==> src/rtl/toggle_cover_sink.sv <==
// Toggle-coverage sink: records hit bits stickily and reports each newly covered point once as an absolute index.
// Optional define TOGGLE_SINK_COUNT_EN enables the hit_count handshake counter (tied to 0 otherwise).
module toggle_cover_sink #(
    parameter int              WIDTH       = 43,
    parameter longint unsigned COVER_INDEX = 0,
    parameter int              IDX_W       = 64,
    parameter int              CNT_W       = $clog2(WIDTH + 1)
) (
    input  logic             clock,
    input  logic             reset,
    input  logic [WIDTH-1:0] valid,
    input  logic             clear,
    output logic             out_valid,
    input  logic             out_ready,
    output logic [IDX_W-1:0] out_index,
    output logic             all_covered,
    output logic [CNT_W-1:0] hit_count,
    output logic             dbg_state
);

    localparam int CUR_W = (WIDTH > 1) ? $clog2(WIDTH) : 1;

    typedef enum logic {
        IDLE    = 1'b0,
        PRESENT = 1'b1
    } state_t;

    state_t           state;
    state_t           state_nxt;
    logic [WIDTH-1:0] hit;
    logic [WIDTH-1:0] reported;
    logic [WIDTH-1:0] pending;
    logic [WIDTH-1:0] pending_rest;
    logic [WIDTH-1:0] cur_onehot;
    logic [CUR_W-1:0] cur;
    logic [CUR_W-1:0] cur_nxt;
    logic             handshake;

    // Lowest set bit wins; bit 0 has the highest priority.
    function automatic logic [CUR_W-1:0] lowest(input logic [WIDTH-1:0] v);
        logic [CUR_W-1:0] idx;
        idx = '0;
        for (int i = WIDTH - 1; i >= 0; i--) begin
            if (v[i]) idx = CUR_W'(i);
        end
        return idx;
    endfunction

    // Stream handshake: out_valid/out_index stay stable until a cycle where
    // out_valid && out_ready; that cycle transfers exactly one index.
    always_comb begin
        cur_onehot = '0;
        for (int i = 0; i < WIDTH; i++) begin
            cur_onehot[i] = (cur == CUR_W'(i));
        end
    end

    assign pending      = hit & ~reported;
    assign pending_rest = pending & ~cur_onehot;
    assign handshake    = (state == PRESENT) && out_ready;

    always_comb begin
        state_nxt = state;
        cur_nxt   = cur;
        case (state)
            IDLE: begin
                if (|pending) begin
                    cur_nxt   = lowest(pending);
                    state_nxt = PRESENT;
                end
            end
            PRESENT: begin
                if (handshake) begin
                    if (|pending_rest) begin
                        cur_nxt = lowest(pending_rest);
                    end else begin
                        state_nxt = IDLE;
                    end
                end
            end
            default: state_nxt = IDLE;
        endcase
    end

    // clear outranks both a same-cycle handshake and same-cycle hits.
    always_ff @(posedge clock or posedge reset) begin
        if (reset) begin
            state    <= IDLE;
            hit      <= '0;
            reported <= '0;
            cur      <= '0;
        end else if (clear) begin
            state    <= IDLE;
            hit      <= '0;
            reported <= '0;
            cur      <= '0;
        end else begin
            state <= state_nxt;
            hit   <= hit | valid;
            cur   <= cur_nxt;
            if (handshake) begin
                reported <= reported | cur_onehot;
            end
        end
    end

    assign out_valid   = (state == PRESENT);
    assign out_index   = (state == PRESENT) ? (IDX_W'(COVER_INDEX) + IDX_W'(cur)) : '0;
    assign all_covered = &hit;
    assign dbg_state   = state;

`ifdef TOGGLE_SINK_COUNT_EN
    logic [CNT_W-1:0] count;

    always_ff @(posedge clock or posedge reset) begin
        if (reset) begin
            count <= '0;
        end else if (clear) begin
            count <= '0;
        end else if (handshake && (count != CNT_W'(WIDTH))) begin
            count <= count + CNT_W'(1);
        end
    end

    assign hit_count = count;
`else
    assign hit_count = '0;
`endif

endmodule

==> config.mk <==
export PLATFORM = sky130hd
export DESIGN_NAME = toggle_cover_sink
export DESIGN_NICKNAME = d
export VERILOG_FILES = /design/src/rtl/toggle_cover_sink.sv
export SDC_FILE = /design/constraint.sdc
export NUM_CORES = 1
export LEC_CHECK = 0
export BUFFER_PORTS_ARGS = -buffer_cell sky130_fd_sc_hd__buf_2
export CORE_ASPECT_RATIO = 1.2
export CORE_MARGIN = 8
export CORE_UTILIZATION = 55
export DETAILED_ROUTE_END_ITERATION = 10
export PLACE_DENSITY_LB_ADDON = 0.1
export SLEW_MARGIN = 20
export SYNTH_ARGS = -nofsm -noshare
export SYNTH_HDL_FRONTEND = slang
export SYNTH_SLANG_ARGS = --single-unit
==> constraint.sdc <==
create_clock -name clock -period 6 [get_ports clock]
set_input_delay 0.6 -clock clock [delete_from_list [all_inputs] [get_ports clock]]
set_output_delay 0.6 -clock clock [all_outputs]
set_load 0.05 [all_outputs]
======== Yosys cells after proc, flatten, opt, wreduce, memory -nomap -nowiden ========
Index checks and enable logic that the tools add are counted.
word-level totals
  bits in registers ....................... 93
  input bits .............................. 47
  word-level logic and storage cells ...... 163
operators by class
  eq/ne operators ......................... 45
  muxes and demuxes ....................... 100
  bitwise gates (word level) .............. 7
  reductions and logical operators ........ 7
operators by type and width
  cell                  number
  $mux W6               91
  $mux W43              3
  $eq A6 B5 Y1 const B  16
  $and A43 B43 Y43      2
  $not A43 Y43          2
  $or A43 B43 Y43       2
  $reduce_or A43 Y1     2
  $eq A6 B6 Y1 const B  11
  $eq A6 B4 Y1 const B  8
  $reduce_and A43 Y1    1
  $eq A6 B3 Y1 const B  4
  $eq A6 B2 Y1 const B  2
  $pmux W6 S2           1
  $eq A6 B1 Y1 const B  1
  $logic_not A6 Y1      1
  $ne A3 B2 Y1 const B  2
  $mux W1               4
  $ne A3 B3 Y1 const B  1
  $reduce_and A3 Y1     1
  $pmux W1 S2           1
  $reduce_bool A2 Y1    1
  $logic_and A1 B1 Y1   1
  $not A1 Y1            1

======== Longest topological paths before layout ========
  depth in word-level cells ............... 50
  mapped depth ............................ 11
  mapped depth without buffers ............ 8

======== Least setup slack after synthesis ========
No wires, ideal clock.
  path kind ............................... reg2out
  start ................................... reg hit[29]
  end ..................................... out all_covered
  arrival ................................. 2339 ps
  path slack .............................. 3061 ps
  stages on the path, launching flop included .. 5
  path through ............................ dfrtp_1 -> nand4_1 -> nor4_1 -> nand2_1 -> nor4_1
on the way
  longest elaborated chain between the ends .. 1
ends and longest elaborated chain
  item                      RTL line  source
  start: declaration        30        logic [WIDTH-1:0] hit;
  start signal: assignment  99        hit <= hit | valid;
  $reduce_and A43 Y1        109       assign all_covered = &hit;
  end: declaration          16        output logic all_covered,
No other way between the ends.

======== Worst setup path in the final report ========
  start ................................... reg cur[2]
  end ..................................... reg cur[3]
on the way
  longest elaborated chain between the ends .. 50
ends and longest elaborated chain
  item                      RTL line  source
  start: declaration        35        logic [CUR_W-1:0] cur;
  start signal: assignment  100       cur <= cur_nxt;
  $eq A6 B6 Y1              54        cur_onehot[i] = (cur == CUR_W'(i));
  $not A43 Y43 *            59        assign pending_rest = pending & ~cur_onehot;
  $and A43 B43 Y43 *        59
  $mux W6 (43 in a row)     44        if (v[i]) idx = CUR_W'(i);
  $mux W6                   74        if (|pending_rest) begin
  $mux W6                   73        if (handshake) begin
  $pmux W6 S2               65        case (state)
  $mux W6                   92        end else if (clear) begin
Mark *: on every way between the ends. The rest lies on a longest branch, timed or not. The select of a mux whose other input is x is not followed.
A chain may end at the register's enable or synchronous reset.

==> summary.md <==
| Metric | Value |
|---|---|
| Critical path data arrival time | `4.19 ns` |
| Die W | `113 µm` |
| Final hold vios | `0` |
| Routed vias | `5,807` |
| Maximum capacitance violations | `0` |
| Gr usage total | `0.276` |
| Final wirelength | `20.6 mm` |
| Fraction of the mapped netlist area in compound gates | `0.193` |
| Yosys cell types | `74` |
| Placer Congestion | `1.02` |
| Asr flop ratio synth | `1.00` |
| WP data required | `6.28 ns` |
| Final HPWL DP | `15.6 mm` |
| DRC errors left | `0` |
| Largest family of logic cells by synthesized area | `simple AND/OR/NAND/NOR gates` |
| Simple-gate share of the synthesized area | `0.319` |
| Setup-failing EPs final | `0` |
| Peak supply drop | `0.194 mV` |
| Critical Path Sink Type | `register` |
| First-pass GRT wire length | `32.1 mm` |
| Ports | `120` |
| Vias per inst | `6.20` |
| Num CTS Buffers | `9` |
| EDFF count, synth | `0` |
| Fmax | `0.255 GHz` |
| Die ar. | `14,900 µm²` |
| Yosys warnings | `0` |
| Clk_lat worst skew | `0.36 ns` |
| CTS Root Cell | `clkbuf_16` |
| Yosys reg bits | `93` |
| Grt total ovfl | `0` |
| Top cells by area, synth | `dfrtp_1 (38%), nor2_1 (11%), buf_4 (8.3%)` |
| Total clock sinks | `93` |
| Postcts setup bufs | `0` |
| Hold-fix buffers, CTS | `0` |
| Clock skew | `0.0105 ns` |
| Minimum clock period | `3.91 ns` |
| Avg WL per Cell | `22.1 µm` |
| HP Class | `primary input to asynchronous set/reset pin` |
| Post-Synth XOR/XNOR Area | `0` |
| Worst Tran Pin Value | `1.10 ns` |
| Number of I/O port buffers | `55` |
| Post-synth top area share | `0.377` |
| Nets | `846` |
| Final slew viol count | `0` |
| TritonCTS clock tree | `yes` |
| RSZ-0062 raised after global routing | `false` |
| Mux contribution to synthesized area | `0` |
| Rows | `42` |
| H-tree levels | `3` |
| Most common flop cell mapped by yosys | `dfrtp_1` |
| Synth Area in Adders | `0` |
| DR pass1 iterations | `5` |
| DIE HEIGHT | `132 µm` |
| 1st-iter DRT viols | `524` |
| Outcome | `completed` |
| Synth Area per Inst | `8.13 µm²` |
| Relative slew slack | `0.257` |
| Worst setup path category | `register to register` |
| Period utilisation layout | `0.652` |
| ANT cells | `0` |
| Worst-path clk slew | `0.07 ns` |
| Initial core utilization | `0.563` |
| Syn Inst Count | `760` |
| Number of global-route vias before repair | `5,823` |
| Power Dens Cells | `262 nW/µm²` |
| Setup TNS | `0 ns` |
| Share of cells above drive strength 1 | `0.127` |
| Max FO, Critical Path | `25` |
| Max Root-Sink Buffers | `2` |
| Synth area leader | `dfrtp_1` |
| Place WS | `2.26 ns` |
| Core box area | `11,000 µm²` |
| # resized after CTS | `0` |
| Largest net degree at the start of global routing | `95` |
| Post-Syn Area | `6180 µm²` |
| Post-route ant nets | `0` |
| Area growth, synth to finish | `6.78%` |
| Post-route setup slack | `2.09 ns` |
| Critical Path Start Type | `register` |
| Pleak | `2.96 nW` |
| Seq/Total Area, Yosys | `0.377` |
| Antenna violations before repair | `0` |
| Final core occ | `0.601` |
[worst max-delay path: stages, from the launching register on]
cell	delay, ns
dfrtp_1	0.90
nor4bb_1	0.72
buf_4	0.28
a21oi_1	0.10
nor4_1	0.77
or3b_1	0.41
o211ai_1	0.17
a21boi_0	0.11
o211a_1	0.23
nor3_2	0.15
[worst paths after layout]
path,startpoint,end,slack [ns],cells past startpoint
worst min register to register,reported[4],reported[4],0.50,2
worst max register to register,cur[2],cur[3],2.09,9
min in group clock,valid[42],hit[42],0.45,3
worst max-delay path,cur[2],cur[3],2.09,9
worst min-delay path,reset,hit[20],0.32,2
max in group asynchronous,reset,cur[1],4.56,3
[cells in the final DEF (no fill, tap or decap), types with 9 or more instances in the layout]
cell type  synthesis  layout
a21oi_1           77      77
buf_2              3      55
clkbuf_16          0       9
conb_1             1      64
dfrtp_1           93      93
nand2_1           37      37
nand2b_1          40      40
nand3_1            9       9
nand4_1           19      19
nor2_1           174     174
nor2b_1           33      33
nor4_1             9       9
o211ai_1           9       9
o21ai_0           29      29
[registers in the layout (all words and copies together), names as in the netlist]
| name | flops |
|---|---|
| reported | 43 |
| dbg_state | 1 |
| cur | 6 |
| hit | 43 |
[final cells by class]
| type | count | area, µm² |
|---|---|---|
| clock inverter | 7 | 113 |
| fill | 1026 | 4380 |
| multi-input combinational | 624 | 3400 |
| inverter | 8 | 31.3 |
| sequential | 93 | 2330 |
| tap | 132 | 165 |
| timing repair buffer | 63 | 335 |
| clock buffer | 9 | 225 |
[per-stage QoR]
step                      hold WS, ns  total power [mW]  instance area (µm²)  cells
after detailed placement        0.485              1.09                 6260    920
final                           0.319              1.73                 6600    936
after CTS                       0.344              1.73                 6600    936
after floorplan                 0.454              1.02                 6420    823
after global routing            0.383              1.79                 6600    936
after global placement          0.467              1.09                 6260    920
[power breakdown]
part	leakage, nW	internal (mW)	switching (mW)
Combinational	1.57	0.100	0.306
Clock	0.161	0.374	0.266
Sequential	1.23	0.651	0.0336
Total	2.96	1.13	0.606
[cell usage after synthesis (9+ instances only)]
master and instances:
nor4_1 9, nor2b_1 33, o211ai_1 9, nand4_1 19, o21ai_0 29, nand2_1 37, buf_4 68, a21oi_1 77
dfrtp_1 93, nor2_1 174, nand2b_1 40, nand3_1 9, clkbuf_1 23
[cells by family after synthesis]
logic type             count (synthesis)
buffers and inverters                106
AOI/OAI and AO/OA                    184
and+or+nand+nor                      376
other                                  1
DFF                                   93
[metal layers]
metal | track usage | routed length [µm] | vias to the layer above | part of all wire
met5 | 0 | 0 | - | 0
met4 | 0.177 | 1180 | 0 | 0.057
met3 | 0.0701 | 1830 | 78 | 0.089
met2 | 0.442 | 9530 | 340 | 0.46
met1 | 0.322 | 8100 | 2760 | 0.39
li1 | - | - | 2629 | -
Power figures use the tool's default switching activity.
